**config.mk**
```make
export PLATFORM = sky130hd
export DESIGN_NAME = fp_add_scheduler
export DESIGN_NICKNAME = d
export VERILOG_FILES = /design/src/rtl/fp_sched_pkg.sv /design/src/rtl/fp_special_classifier.sv /design/src/rtl/fp_add_scheduler.sv
export SDC_FILE = /design/constraint.sdc
export NUM_CORES = 1
export LEC_CHECK = 0
export CAP_MARGIN = 25
export CORE_UTILIZATION = 48
export DETAILED_ROUTE_END_ITERATION = 10
export GPL_ROUTABILITY_DRIVEN = 0
export PLACE_DENSITY = 0.87
export SLEW_MARGIN = 25
export SYNTH_ARGS = -nofsm -noshare
export SYNTH_HDL_FRONTEND = slang
export SYNTH_SLANG_ARGS = --single-unit
```
**constraint.sdc**
```tcl
create_clock -name clk -period 3.5 [get_ports clk]
set_clock_uncertainty 0.15 [all_clocks]
set_input_delay 0.35 -clock clk [delete_from_list [all_inputs] [get_ports clk]]
set_output_delay 0.35 -clock clk [all_outputs]
set_load 0.01 [all_outputs]
```
**src/rtl/fp_sched_pkg.sv**
```systemverilog
// Shared definitions for the FP add/sub scheduler.
// Holds the controller state encoding and the IEEE-754 single-precision
// constants used by the special-operand classifier and the watchdog abort.
package fp_sched_pkg;

   typedef enum logic [2:0] {
      ST_IDLE   = 3'd0,
      ST_ISSUE  = 3'd1,
      ST_WAIT   = 3'd2,
      ST_BYPASS = 3'd3,
      ST_RESP   = 3'd4
   } sched_state_t;

   localparam logic [7:0]  FP_EXP_MAX  = 8'hFF;
   localparam logic [7:0]  FP_EXP_ZERO = 8'h00;
   localparam logic [31:0] FP_QNAN     = 32'h7FC0_0000;
   localparam logic [31:0] FP_ZERO     = 32'h0000_0000;

endpackage

```
**src/rtl/fp_special_classifier.sv**
```systemverilog
// Combinational operand classifier for the FP add/sub scheduler.
// Detects operand pairs the shared datapath does not handle (zero/subnormal
// exponent, Inf/NaN exponent) and produces the bypass result directly.
// Ports:
//   a, b            IEEE-754 single operands
//   op              0 = a+b, 1 = a-b
//   is_special      pair must bypass the datapath
//   special_result  result word to return when is_special is set
module fp_special_classifier
   import fp_sched_pkg::*;
(
   input  logic [31:0] a,
   input  logic [31:0] b,
   input  logic        op,
   output logic        is_special,
   output logic [31:0] special_result
);

   logic [7:0] ea;
   logic [7:0] eb;
   logic       sb_eff;

   assign ea     = a[30:23];
   assign eb     = b[30:23];
   // Subtraction is addition of b with its sign flipped.
   assign sb_eff = b[31] ^ op;

   always_comb begin
      is_special     = 1'b1;
      special_result = FP_ZERO;
      if (ea == FP_EXP_MAX || eb == FP_EXP_MAX) begin
         special_result = FP_QNAN;
      end else if (ea == FP_EXP_ZERO && eb == FP_EXP_ZERO) begin
         special_result = FP_ZERO;
      end else if (ea == FP_EXP_ZERO) begin
         special_result = {sb_eff, b[30:0]};
      end else if (eb == FP_EXP_ZERO) begin
         special_result = a;
      end else begin
         is_special = 1'b0;
      end
   end

endmodule

```
**src/rtl/fp_add_scheduler.sv**
```systemverilog
// Shares one multi-cycle FP add/sub datapath between two requesters.
// Round-robin arbitration in IDLE, operand registration, bypass of special
// operand classes, start pulse plus watchdog-guarded wait for done, and a
// single tagged response bus with backpressure.
// Ports:
//   clk, reset                      clock, synchronous active-high reset
//   req{0,1}_valid/_ready           request handshake per port
//   req{0,1}_a/_b/_op               operands and operation per port
//   dp_start, dp_a, dp_b, dp_op     datapath launch and registered operands
//   dp_done, dp_result              datapath completion and result
//   rsp_valid, rsp_ready            response handshake
//   rsp_id, rsp_result              requester index and result word
//   rsp_special, rsp_timeout        bypass-produced / watchdog-aborted flags
module fp_add_scheduler
   import fp_sched_pkg::*;
#(
   parameter int TIMEOUT_CYCLES = 64,
   parameter int CNT_W          = 7
) (
   input  logic        clk,
   input  logic        reset,
   input  logic        req0_valid,
   output logic        req0_ready,
   input  logic [31:0] req0_a,
   input  logic [31:0] req0_b,
   input  logic        req0_op,
   input  logic        req1_valid,
   output logic        req1_ready,
   input  logic [31:0] req1_a,
   input  logic [31:0] req1_b,
   input  logic        req1_op,
   output logic        dp_start,
   output logic [31:0] dp_a,
   output logic [31:0] dp_b,
   output logic        dp_op,
   input  logic        dp_done,
   input  logic [31:0] dp_result,
   output logic        rsp_valid,
   input  logic        rsp_ready,
   output logic        rsp_id,
   output logic [31:0] rsp_result,
   output logic        rsp_special,
   output logic        rsp_timeout
);

   sched_state_t     state;
   logic             last_grant;
   logic             grant;
   logic             accept;
   logic [31:0]      in_a;
   logic [31:0]      in_b;
   logic             in_op;
   logic             is_special;
   logic [31:0]      special_result;
   logic [31:0]      byp_result;
   logic [CNT_W-1:0] cnt;
   logic [CNT_W-1:0] cnt_inc;

   always_comb begin
      if (req0_valid && req1_valid) begin
         grant = ~last_grant;
      end else begin
         grant = req1_valid;
      end
   end

   assign accept     = (state == ST_IDLE) && (req0_valid || req1_valid);
   assign req0_ready = accept & ~grant;
   assign req1_ready = accept & grant;

   assign in_a  = grant ? req1_a  : req0_a;
   assign in_b  = grant ? req1_b  : req0_b;
   assign in_op = grant ? req1_op : req0_op;

   fp_special_classifier u_classifier (
      .a              (in_a),
      .b              (in_b),
      .op             (in_op),
      .is_special     (is_special),
      .special_result (special_result)
   );

   // The abort test looks at the incremented count so the response appears
   // exactly TIMEOUT_CYCLES cycles after the dp_start pulse.
   assign cnt_inc = cnt + 1'b1;

   always_ff @(posedge clk) begin
      if (reset) begin
         state       <= ST_IDLE;
         last_grant  <= 1'b1;
         dp_start    <= 1'b0;
         dp_a        <= '0;
         dp_b        <= '0;
         dp_op       <= 1'b0;
         rsp_valid   <= 1'b0;
         rsp_id      <= 1'b0;
         rsp_result  <= '0;
         rsp_special <= 1'b0;
         rsp_timeout <= 1'b0;
         byp_result  <= '0;
         cnt         <= '0;
      end else begin
         case (state)
            ST_IDLE: begin
               if (accept) begin
                  last_grant <= grant;
                  dp_a       <= in_a;
                  dp_b       <= in_b;
                  dp_op      <= in_op;
                  rsp_id     <= grant;
                  byp_result <= special_result;
                  if (is_special) begin
                     state <= ST_BYPASS;
                  end else begin
                     dp_start <= 1'b1;
                     state    <= ST_ISSUE;
                  end
               end
            end
            ST_ISSUE: begin
               dp_start <= 1'b0;
               cnt      <= '0;
               state    <= ST_WAIT;
            end
            ST_WAIT: begin
               cnt <= cnt_inc;
               // Done has priority over a simultaneous watchdog expiry.
               if (dp_done) begin
                  rsp_result  <= dp_result;
                  rsp_special <= 1'b0;
                  rsp_timeout <= 1'b0;
                  rsp_valid   <= 1'b1;
                  state       <= ST_RESP;
               end else if (cnt_inc == CNT_W'(TIMEOUT_CYCLES - 1)) begin
                  rsp_result  <= FP_QNAN;
                  rsp_special <= 1'b0;
                  rsp_timeout <= 1'b1;
                  rsp_valid   <= 1'b1;
                  state       <= ST_RESP;
               end
            end
            ST_BYPASS: begin
               rsp_result  <= byp_result;
               rsp_special <= 1'b1;
               rsp_timeout <= 1'b0;
               rsp_valid   <= 1'b1;
               state       <= ST_RESP;
            end
            ST_RESP: begin
               if (rsp_ready) begin
                  rsp_valid <= 1'b0;
                  state     <= ST_IDLE;
               end
            end
            default: state <= ST_IDLE;
         endcase
      end
   end

endmodule
```
---- Yosys cells after proc, flatten, opt, wreduce, memory -nomap -nowiden ----
Cells that the tools add are included.
operators by class
  $add $sub $neg .......................... 1
  equal/unequal tests ..................... 11
  muxes and demuxes ....................... 34
  bitwise operators ....................... 5
  reductions and logical operators ........ 17
operators by type and width
  kind                                           count
  two-way mux 32 bit                             8
  one-hot mux 32 bit (2 select lines)            1
  == test 8 bit, second input constant           2
  zero test 8 bit                                2
  one-hot mux 3 bit (5 select lines)             1
  two-way mux 1 bit                              14
  one-hot mux 7 bit (2 select lines)             1
  two-way mux 3 bit                              4
  AND reduction 3 bit                            3
  adder 7 x 1 -> 7 bit, second input constant    1
  == test 7 x 6 -> 1 bit, second input constant  1
  == test 3 x 2 -> 1 bit, second input constant  2
  inequality test 2 bit, second input constant   3
  one-hot mux 1 bit (2 select lines)             3
  nonzero test 2 bit                             3
  AND reduction 2 bit                            2
  == test 3 x 1 -> 1 bit, second input constant  1
  == test 3 bit, second input constant           1
  logical AND 1 bit                              3
  zero test 3 bit                                1
  inequality test 3 bit, second input constant   1
  one-hot mux 1 bit (3 select lines)             1
  nonzero test 3 bit                             1
  bitwise AND 1 bit                              2
  4 further kinds                                6
word-level totals
  flip-flop bits (word level) ............. 145
  input port bits ......................... 168
  output and inout bits ................... 104

---- Logic depth before layout (Yosys ltp) ----
  word-level depth ........................ 11
  gate-level depth with buffers ........... 9
  depth with buffers taken out ............ 7

---- By module ----
From an unflattened synthesis, not the netlist that was laid out.
unflattened totals
  cell total of the unflattened synthesis .. 958
  area, all modules ....................... 7,870.0 um2
by module, submodules not included
  module                 times used  cells an instance  area each (um2)
  fp_add_scheduler       1           824                6,802.8
  fp_special_classifier  1           134                1,067.3

---- Worst setup path after synthesis ----
No wires, ideal clock.
  path kind ............................... register -> register
  start point ............................. register cnt[1]
  end point ............................... register rsp_result[10]
  library setup time ...................... 0.088 ns
  data arrival time ....................... 1.941 ns
  required time ........................... 3.262 ns
  setup slack ............................. 1.320 ns
  cell stages (with the launch flop) ...... 10
  buffers on the path ..................... 2
  clock period less this slack ............ 2.180 ns
  path through ............................ dfxtp_1 -> ha_1 -> nand3_1 -> o21a_1 -> nor4_2 -> o31a_2 -> buf_6 -> buf_6 -> nor2_1 -> a311oi_2
between the ends
  cells in the longest elaborated chain, start to end .. 4
RTL lines
  element                                 line                     RTL
  start: declaration                      fp_add_scheduler.sv:56   logic [CNT_W-1:0] cnt;
  start signal: assignment                fp_add_scheduler.sv:126  cnt <= cnt_inc;
  adder 7 x 1 -> 7 bit                    fp_add_scheduler.sv:85   assign cnt_inc = cnt + 1'b1;
  == test 7 x 6 -> 1 bit                  fp_add_scheduler.sv:134  end else if (cnt_inc == CNT_W'(TIMEOUT_CYCLES - 1)) begin
  inequality test 3 bit (no source line)  n/a
  AND reduction 2 bit (no source line)    n/a
  end signal: assignment                  fp_add_scheduler.sv:129  rsp_result <= dp_result;
  end signal: assignment                  fp_add_scheduler.sv:143  rsp_result <= byp_result;
  end: declaration                        fp_add_scheduler.sv:41   output logic [31:0] rsp_result,
Every way passes these cells.
A chain may end at the register's enable or synchronous reset.

---- Worst setup path after layout ----
  start point ............................. register state[0]
  end point ............................... output port req1_ready
between the ends
  cells in the longest elaborated chain, start to end .. 3
RTL lines
  element                   line                     RTL
  start: declaration        fp_add_scheduler.sv:46   sched_state_t state;
  start signal: assignment  fp_add_scheduler.sv:89   state <= ST_IDLE;
  start signal: assignment  fp_add_scheduler.sv:113  state <= ST_BYPASS;
  start signal: assignment  fp_add_scheduler.sv:116  state <= ST_ISSUE;
  zero test 3 bit           fp_add_scheduler.sv:67   assign accept = (state == ST_IDLE) && (req0_valid || req1_valid);
  logical AND 1 bit         fp_add_scheduler.sv:67
  bitwise AND 1 bit         fp_add_scheduler.sv:69   assign req1_ready = accept & grant;
  end: declaration          fp_add_scheduler.sv:28   output logic req1_ready,
Every way passes these cells.

==> run summary <==
Hold EP = rsp_id
Largest delay share family, worst path = simple AND/OR/NAND/NOR gates
VDD IR max = 0.0003532 V
Post-DP HPWL = 17730 um
initial antenna violation count = 0
worst slack, placed = 0.8313 ns
Lkg Pwr = 3.701 nW
Post-synth top flop = dfxtp_1
Least-Margin Pin Slew = 0.6361 ns
hold crit path type = in2reg
DR WL/cell = 19.20 um
final period demand of the worst path = 2.851 ns
top cells by area, synth = dfxtp_1 (41%), a311oi_1 (9.8%), nand2_1 (9.6%), nor2_1 (7.6%), a221oi_1 (5.5%)
mapped cell area = 7034 sq um
final hold vios = 0
synthesis-to-finish area growth = 47.53%
Die W = 123.1 um
Critical Path End Type = output pin
worst-skew pair later-pin latency = 0.42 ns
cell count after synthesis = 885
clock buffers created by TritonCTS = 17
Sum Neg Setup Slack = 0 ns
final hold slack = 0.05966 ns
status = completed
leading area contributor after synthesis = dfxtp_1
post-CTS sizing = 0
cell repeated most along the worst path = nor2_1
hold_buf cts = 0
first-pass GRT wire length = 37960 um
pin count of the biggest net entering global routing = 132
core area = 14100 sq um
RSZ-0062 raised after global routing = no
Crit Reg-Reg Endpoint = rsp_result[14]
routed via count = 7901
Die Ht = 123.1 um
fmax = 350.8 MHz
Root Driver = clkbuf_16
DRC Markers = 0
TritonCTS clock tree = built
hold wc startpoint = reset
Max FO, Critical Path = 19
Filler cells = 1084
Initial Utilization = 49.90%
flops & latches, synth = 145
# rows = 43
clock slew seen by the registers of the worst setup and hold paths = 0.06 ns
syn avg cell area = 7.948 sq um
Tot Pwr = 5.327 mW
PnR worst setup slack = 0.6491 ns
Cell Count, Final, Fillers Out = 1297
clk buf depth = 2
Pre-antenna DRT Iters = 6
crit share post-route = 81.45%
Worst R2R Start = cnt[1]
Synth top area share = 41.27%
final WL = 24910 um
number of port buffers = 271
antenna-violating nets left = 0
critical-path cell list = nor2_1, nand2_2, nor2_1, clkdlybuf4s50_1
Slew Limit Fails = 0
Mapped Nets = 1055
unique cell type count in the Yosys netlist = 48
Post-synth EDFFs = 0
asr flop ratio synth = 0%
share of cells above drive strength 1 = 6.272%
Worst Setup Path Type = reg2out
Vias/cell = 6.092
slowest CP cell = clkdlybuf4s50_1
number of DRC markers in iteration 0 = 909
vias in the first global route = 7233
total gr overflow = 0
Final nets = 1276
max_slew headroom = 57.59%
Worst Path Arrival = 2.35 ns
GRT Overall Usage = 32.73%
warnings from Yosys = 0
pwr dens = 513.3 nW/um^2
Clock Sink Count = 145
Req. time, crit path = 3.00 ns
startpoint type of the worst setup path = register
CP peak stage delay = 0.63 ns
Max H-tree Level = 4
Setup Fix Bufs, Post-CTS = 0
flop2flop setup slack = 0.81 ns
I/O pins = 272
Crit path buffers/inverters = 1
setup violators final = 0
Placed Cells = 1267
worst hold path depth = 2
FF-to-FF path depth = 8
die area = 15140 sq um
max cap viols = 0
sequential area share after synthesis = 41.27%
[how the worst max path moves through the flow]
stage / cells after the start / start / end
6_report: 4 / state[0] / req1_ready
5_1_grt: 4 / state[0] / req1_ready
4_1_cts: 4 / state[0] / req1_ready
3_5_place_dp: 7 / req1_b[25] / byp_result[31]
3_3_place_gp: 7 / req1_b[25] / byp_result[31]
2_1_floorplan: 9 / cnt[1] / rsp_result[10]
[registers in the layout (all words and copies together) (netlist names)]
signal       flops
cnt              7
dp_op            1
rsp_result      32
state            3
rsp_valid        1
last_grant       1
dp_start         1
rsp_special      1
dp_a            32
rsp_id           1
byp_result      32
dp_b            32
rsp_timeout      1
[Yosys cell counts, types with 3 or more instances]
master and instances:
nand2_1 179, dfxtp_1 145, nor2_1 142, a311oi_1 79, clkbuf_1 57, a221oi_1 44
a21oi_1 32, a22o_1 30, nand3_1 28, nor3_1 19, buf_2 14, a311oi_2 10
nand3b_1 10, nand4_1 10, o211ai_1 10, o21ai_0 9, buf_1 8, or4_1 8
buf_4 5, buf_6 3, inv_1 3, nand2b_1 3, xnor2_1 3
[kinds of logic after synthesis]
logic type / Yosys count / synth area share, %
mux: 1 / 0.1423
xor+xnor: 4 / 0.4981
buf+inv: 90 / 5.639
fa+ha+maj: 2 / 0.3557
compound gates: 232 / 27.27
simple gates: 411 / 24.83
flops: 145 / 41.27
[metrics by stage]
| stage | instance area (sq um) | util, % |
|---|---|---|
| after global routing | 10380 | 73.60 |
| after CTS | 10380 | 73.60 |
| final | 10380 | 73.62 |
| after floorplan | 7034 | - |
| after detailed placement | 9781 | 69.39 |
| after global placement | 9781 | 69.39 |
[per-layer routing]
metal	up-vias	GRT usage [%]	wire length (um)
met2	465	49.51	11210
met3	80	8.948	2451
li1	3702	-	-
met5	-	0	0
met1	3654	43.44	10330
met4	0	14.68	917
[report_power, final]
part           internal, mW  switching (mW)  total, mW
Sequential             1.86           0.141       2.00
Combinational         0.730           0.734       1.46
Clock                  1.18           0.675       1.86
[layout make-up]
class	count	area, sq um	area share (%)
well taps	180	225.2	2.170
diodes	1	2.502	0.02411
clock buffers	24	491.7	4.738
clock inverters	5	102.6	0.9887
repair buffers	289	2883	27.78
multi-input cells	650	3759	36.22
flip-flops and latches	145	2903	27.97
inverters	3	11.26	0.1085
[cells in the final DEF (no fill, tap or decap), drive strengths merged, types with 3 or more instances in the layout]
cell	n
nand2	180
bufinv	3
xnor2	3
inv	3
clkbuf	24
a221oi	44
o211ai	10
o21ai	9
nand2b	3
nand3	28
a22o	30
nor2	144
nand4	10
or4	8
nand3b	10
nor3	20
clkdlybuf4s50	270
a311oi	89
dfxtp	145
a21oi	32
buf	19
No activity file was read; power rests on OpenSTA's default activity.
